==> src/rtl/wb_host_arbiter.sv <==
// wb_host_arbiter: round-robin 2-master Wishbone classic arbiter with cyc lock
// and a per-transfer timeout watchdog that terminates stalls with err.
module wb_host_arbiter #(
    parameter int TIMEOUT_CYCLES = 16,
    parameter int CNT_W          = 8
) (
    input  logic             wb_clk_i,
    input  logic             wb_rst_ni,
    input  logic             m0_cyc_i,
    input  logic             m0_stb_i,
    input  logic             m0_we_i,
    input  logic [3:0]       m0_sel_i,
    input  logic [31:0]      m0_adr_i,
    input  logic [31:0]      m0_dat_i,
    output logic             m0_ack_o,
    output logic             m0_err_o,
    output logic [31:0]      m0_dat_o,
    input  logic             m1_cyc_i,
    input  logic             m1_stb_i,
    input  logic             m1_we_i,
    input  logic [3:0]       m1_sel_i,
    input  logic [31:0]      m1_adr_i,
    input  logic [31:0]      m1_dat_i,
    output logic             m1_ack_o,
    output logic             m1_err_o,
    output logic [31:0]      m1_dat_o,
    output logic             s_cyc_o,
    output logic             s_stb_o,
    output logic             s_we_o,
    output logic [3:0]       s_sel_o,
    output logic [31:0]      s_adr_o,
    output logic [31:0]      s_dat_o,
    input  logic             s_ack_i,
    input  logic [31:0]      s_dat_i,
    output logic [1:0]       owner_o,
    output logic             timeout_irq_o,
    output logic [CNT_W-1:0] timeout_cnt_o
);
    typedef enum logic [1:0] {IDLE, BUSY, ERR} state_e;

    state_e           state_q, state_d;
    logic             owner_q, owner_d, last_q, last_d;
    logic [7:0]       wait_q, wait_d;
    logic [CNT_W-1:0] tcnt_q, tcnt_d;
    logic             req0, req1, o_cyc, o_stb, busy, err;

    assign req0  = m0_cyc_i & m0_stb_i;
    assign req1  = m1_cyc_i & m1_stb_i;
    assign o_cyc = owner_q ? m1_cyc_i : m0_cyc_i;
    assign o_stb = owner_q ? m1_stb_i : m0_stb_i;
    assign busy  = state_q == BUSY;
    assign err   = state_q == ERR;

    // Slave side is a pure mux of the owner so cyc drops in the cycle the owner drops it
    assign s_cyc_o = busy & o_cyc;
    assign s_stb_o = s_cyc_o & o_stb;
    assign s_we_o  = busy & (owner_q ? m1_we_i : m0_we_i);
    assign s_sel_o = busy ? (owner_q ? m1_sel_i : m0_sel_i) : 4'h0;
    assign s_adr_o = busy ? (owner_q ? m1_adr_i : m0_adr_i) : 32'h0;
    assign s_dat_o = busy ? (owner_q ? m1_dat_i : m0_dat_i) : 32'h0;

    assign m0_ack_o      = ~owner_q & s_stb_o & s_ack_i;
    assign m1_ack_o      =  owner_q & s_stb_o & s_ack_i;
    assign m0_err_o      = err & ~owner_q;
    assign m1_err_o      = err &  owner_q;
    assign m0_dat_o      = busy ? s_dat_i : 32'h0;
    assign m1_dat_o      = busy ? s_dat_i : 32'h0;
    assign owner_o       = state_q == IDLE ? 2'b00 : {owner_q, ~owner_q};
    assign timeout_irq_o = err;
    assign timeout_cnt_o = tcnt_q;

    always_comb begin
        state_d = state_q;
        owner_d = owner_q;
        last_d  = last_q;
        wait_d  = wait_q;
        tcnt_d  = tcnt_q;
        case (state_q)
            IDLE: if (req0 | req1) begin
                state_d = BUSY;
                owner_d = (req0 & req1) ? ~last_q : req1;
                last_d  = owner_d;
                wait_d  = 8'd0;
            end
            BUSY: if (!o_cyc) state_d = IDLE;
            else if (s_ack_i) wait_d = 8'd0;
            else if (s_stb_o) begin
                // Ack on the final wait cycle wins, so the timeout only fires without it
                if (wait_q == 8'(TIMEOUT_CYCLES - 1)) begin
                    state_d = ERR;
                    tcnt_d  = &tcnt_q ? tcnt_q : tcnt_q + CNT_W'(1);
                end else wait_d = wait_q + 8'd1;
            end
            default: state_d = IDLE;
        endcase
    end

    always_ff @(posedge wb_clk_i or negedge wb_rst_ni) begin
        if (!wb_rst_ni) begin
            state_q <= IDLE;
            owner_q <= 1'b0;
            last_q  <= 1'b1;
            wait_q  <= 8'd0;
            tcnt_q  <= '0;
        end else begin
            state_q <= state_d;
            owner_q <= owner_d;
            last_q  <= last_d;
            wait_q  <= wait_d;
            tcnt_q  <= tcnt_d;
        end
    end
endmodule

==> config.mk <==
export PLATFORM = sky130hd
export DESIGN_NAME = wb_host_arbiter
export DESIGN_NICKNAME = d
export VERILOG_FILES = /design/src/rtl/wb_host_arbiter.sv
export SDC_FILE = /design/constraint.sdc
export NUM_CORES = 1
export LEC_CHECK = 0
export CAP_MARGIN = 20
export CORE_AREA = 2 2 125 127
export CTS_CLUSTER_DIAMETER = 40
export DETAILED_ROUTE_END_ITERATION = 6
export DIE_AREA = 0 0 127 129
export PLACE_DENSITY_LB_ADDON = 0.2
export SLEW_MARGIN = 20
export SYNTH_ARGS = -nofsm -noshare
export SYNTH_HDL_FRONTEND = slang
export SYNTH_SLANG_ARGS = --single-unit
==> constraint.sdc <==
create_clock -name wb_clk_i -period 1.8 [get_ports wb_clk_i]
set_input_delay 0.27 -clock wb_clk_i [delete_from_list [all_inputs] [get_ports wb_clk_i]]
set_output_delay 0.27 -clock wb_clk_i [all_outputs]
set_load 0.02 [all_outputs]
-- Word-level counts from Yosys, hierarchy flattened
Index checks and enable logic that the tools add are counted.
W data, S select, Z words.
- register bits: 20
- input port bits: 177
- output and inout port bits: 150
- logic and storage cells: 65
- add/sub/neg operators: 2
- equal/unequal tests: 10
- mux-type cells: 24
- bitwise gates (word level): 17
- reductions and logical operators: 7
- operators with widths (cell ; number):
    $mux W32 ; 5
    $mux W8 ; 5
    $add A8 B1 Y8 const B ; 2
    $pmux W8 S2 ; 1
    $and A1 B1 Y1 ; 12
    $mux W2 ; 6
    $ne A3 B3 Y1 const B ; 4
    $eq A8 B4 Y1 const B ; 1
    $mux W4 ; 2
    $reduce_and A8 Y1 ; 1
    $reduce_and A6 Y1 ; 1
    $reduce_and A5 Y1 ; 1
    $mux W1 ; 4
    $not A1 Y1 ; 4
    $pmux W2 S2 ; 1
    $reduce_and A4 Y1 ; 1
    $ne A3 B2 Y1 const B ; 1
    $eq A2 B1 Y1 const B ; 1
    $eq A2 B2 Y1 const B ; 1
    $logic_not A2 Y1 ; 1
    $ne A2 B1 Y1 const B ; 1
    $ne A2 B2 Y1 const B ; 1
    $reduce_and A2 Y1 ; 1
    $reduce_bool A2 Y1 ; 1
    $or A1 B1 Y1 ; 1

-- Depth between registers and ports, before layout
- depth after elaboration: 7
- mapped depth: 6
- gate-level depth less buffers: 5

-- Worst setup path after synthesis
Ideal clock, no wire load.
- path type: register to output
- start: register owner_q
- end: output port m0_ack_o
- arrival: 1.566 ns
- data required time: 1.530 ns
- path slack: -0.036 ns
- stages on the path, launching flop included: 7
- buffers on the path: 2
- cells stage by stage: dfrtp_1 buf_4 mux2i_2 nor3_4 buf_4 nand2_1 nor2_1
- longest elaborated chain between the ends: 5
- elaborated cells between the ends (all ways): 7
- classes of those cells: 2 x mux; 5 x bitwise
- RTL lines (what ; RTL line ; source):
    start, declared ; 42 ; logic owner_q, owner_d, last_q, last_d;
    start signal, assigned ; 107 ; owner_q <= owner_d;
    $mux W1 ; 49 ; assign o_cyc = owner_q ? m1_cyc_i : m0_cyc_i;
    $and A1 B1 Y1 ; 55 ; assign s_cyc_o = busy & o_cyc;
    $and A1 B1 Y1 * ; 56 ; assign s_stb_o = s_cyc_o & o_stb;
    named net s_stb_o ; 28 ; output logic s_stb_o,
    $and A1 B1 Y1 * (2 in a row) ; 62 ; assign m0_ack_o = ~owner_q & s_stb_o & s_ack_i;
    end, declared ; 15 ; output logic m0_ack_o,
Mark *: on every way through the listed nets, which the timed path passes. The rest lies on a longest branch.

-- Worst setup path after layout
- start: register owner_q
- end: output port s_dat_o[8]
- longest elaborated chain between the ends: 2
- RTL lines (what ; RTL line ; source):
    $mux W32 (2 in a row) ; 60 ; assign s_dat_o = busy ? (owner_q ? m1_dat_i : m0_dat_i) : 32'h0;
    end, declared ; 32 ; output logic [31:0] s_dat_o,
Every way passes these cells.

==> out/results.tsv <==
stage	metric	value	unit
run_status	status	complete, but fails checks	
run_status	violations	setup timing	
clock_tree	cts_made_buffers	3	
synth	yosysWarningCount	0	
power_and_ir_drop	peakVddDrop	384	uV
clock_tree	numClockSinks	20	
drt	drtPass1Iterations	4	
clock_tree	hold_buffers	0	
placement	port_buffers	326	
sta	fin_crit_sh	1.05	
hold_path	hold_path_class	primary input to async pin	
synth	netlist_top_cells_count	nor2_1, mux2i_1, buf_4	
global_route	grt_first_pass_wirelength	20.1	mm
drt	via_per_inst	4.25	
power_and_ir_drop	total_leakage_power	3.00	nW
final_layout	final_nets	843	
setup_path	reg2reg_from	owner_q	
power_and_ir_drop	power.density	1130	nW/um^2
placement	dp_slack	-0.380	ns
global_route	gr-usage-all-layers	0.157	
sta	setup_viol	17	
setup_path	cp_slowest_cell	dfrtp_4	
synth	synth_edf_count	0	
final_layout	layout-drive-gt1-share	0.329	
setup_path	critPathRequiredTime	1.53	ns
synth	yosys-top-cells-area	mux2i_1, dfrtp_1, nor2_1, buf_4, and2_1	
sta	hold_slack	0.368	ns
synth	syn-mean-instance-area	7.71	sq um
synth	syn-num-nets	523	
synth	ys_ff_latch	20	
final_layout	area_growth	129	%
sta	rsz0062_at_grt	true	
clock_tree	path_clk_slew	0.06	ns
sta	worst_pin_slew	0.274	ns
placement	dpl.hpwl	12.1	mm
clock_tree	root_buffer	clkbuf_16	
clock_tree	worstSkewPairLatency	0.25	ns
setup_path	cp.arrival	1.61	ns
drt	wl_per_cell	17.2	um
setup_path	max_stage_delay	0.57	ns
synth	syn_area	2650	sq um
setup_path	path_cells	buf_16 -> buf_12 -> mux2i_2 -> nor2_1 -> buf_4	
synth	yosysTopAreaCellShare	0.264	
synth	synth_cell_types	42	
setup_path	worstSetupPathType	register to output pin	
die	initial_utilization	0.177	
global_route	grt_pass1_vias	3512	
synth	seq_area_frac_synth	0.189	
synth	syn_inst	344	
die	rows	45	
die	core_area	15000	sq um
die	fp.dieArea	16400	sq um
synth	yosysTopAreaCell	mux2i_1	
setup_path	cp-end-kind	output pin	
sta	slew_violations	0	
clock_tree	cts.path.max_buffers	2	
synth	yosysMostFrequentCell	nor2_1	
die	die_w	127	um
sta	layout_setup_ws	-0.0844	ns
synth	synthFlopType	dfrtp_1	
placement	gp_congestion	0.795	
global_route	globalRouteOverflowTotal	0	
clock_tree	cts.htree.levels	1	
global_route	grt_max_degree	33	
setup_path	start_kind	register	
setup_path	cp_max_fo	8	
drt	routed_wl	14.6	mm
run	maxCapViolCount	0	
sta	max_freq	531	MHz
clock_tree	cts_tree	yes	
final_layout	fin_area	6080	sq um
synth	async_flop_share	1.00	
die	ios	327	
global_route	antenna_found_initial	0	
sta	hold_viol	0	
sta	slew_headroom	0.817	
die	die_y	129	um
drt	vias	3619	
sta	skew	0.00869	ns
final_layout	n_antenna_cell	0	
drt	drc	0	
setup_path	cp-startpoint	owner_q	
placement	placed_area	6150	sq um
drt	antenna_left	0	
sta	layout_min_cycle_time	1.88	ns
drt	drt_iter0_drc	138	
-- worst max-delay path: cells and delay by family (launching register included) --
family                 cells  cell delay [ns]
buffers and inverters      3             0.51
DFF                        1             0.57
and+or+nand+nor            1             0.12
muxes                      1             0.15
-- layout by cell type, fill, tap and decap left out, types with 3 or more instances in the layout --
master / synthesis / final
clkdlybuf4s50_1: 0 / 184
nor2_1: 75 / 69
buf_4: 35 / 67
mux2i_1: 70 / 60
buf_2: 5 / 47
clkbuf_2: 0 / 37
and2_1: 34 / 34
dfrtp_1: 19 / 18
clkdlybuf4s15_2: 0 / 13
buf_12: 0 / 13
nand2_1: 9 / 9
and3_1: 9 / 9
inv_1: 8 / 8
nand4_1: 8 / 8
mux2i_2: 1 / 7
nand3_1: 7 / 7
o211ai_1: 6 / 6
xnor2_1: 6 / 6
mux2i_4: 0 / 4
nor2_2: 0 / 4
nor2b_1: 5 / 4
buf_6: 0 / 4
nor3_1: 3 / 3
a31oi_1: 3 / 3
clkbuf_16: 0 / 3
-- worst paths after layout --
kind,end,slack [ns],depth (start not counted)
worst max-delay path,s_dat_o[8],-0.08,5
worst min-delay path,wait_q[6],0.37,2
worst max register to register,timeout_cnt_o[1],-0.02,6
worst min register to register,last_q,0.47,2
max in group asynchronous,last_q,1.15,2
min in group wb_clk_i,last_q,0.47,2
-- power by group --
group          switching (mW)  internal (mW)
clock network           0.167          0.441
logic                    3.03           2.64
registers              0.0792          0.503
-- through the flow --
stage / std cells / TNS, ns / power, mW / util
global route: 851 / -3.34 / 7.26 / 0.406
detailed placement: 837 / -11.79 / 6.31 / 0.411
finish: 851 / -0.853 / 6.86 / 0.406
global placement: 837 / -10.50 / 6.30 / 0.411
CTS: 850 / -1.26 / 7.05 / 0.425
floorplan: 344 / 0 / 3.59 / -
-- routing by layer --
metal / GRT usage / wire, um / vias to the layer above
met5: 0 / 0 / -
met4: 0.0155 / 34 / 0
met3: 0.0495 / 1380 / 2
met2: 0.300 / 7690 / 178
met1: 0.177 / 5520 / 1651
li1: - / - / 1788
-- layout make-up --
class                      instances  area, sq um
clock inverter                     1         30.0
sequential                        20          505
inverter                           8         30.0
clock buffer                       3         75.1
multi-input combinational        262         1900
tap                              188          235
timing repair buffer             369         3300
fill                            1574         8900
-- registers in the layout, summed over array words and instances (netlist names) --
signal and flops:
owner_q 1, timeout_cnt_o 8, wait_q 8, last_q 1, state_q 2
-- cell families (layout without fill, tap and decap cells) --
group,count (synthesis),in the layout,synth area share
simple gates,160,160,0.305
flops,20,20,0.189
fa+ha+maj,2,2,0.00943
xor+xnor,6,6,0.0198
mux,72,72,0.275
buf+inv,62,381,0.140
compound gates,22,22,0.0627
-- what timing repair did --
item / in CTS / in global routing
pin swaps: 1 / 3
endpoints found under the hold margin: 0 / 0
resized for setup: 428 / 115
setup buffers: 7 / 3
cloned: 2 / 0
endpoints found under the setup margin: 139 / 138
Power figures use the tool's default switching activity.
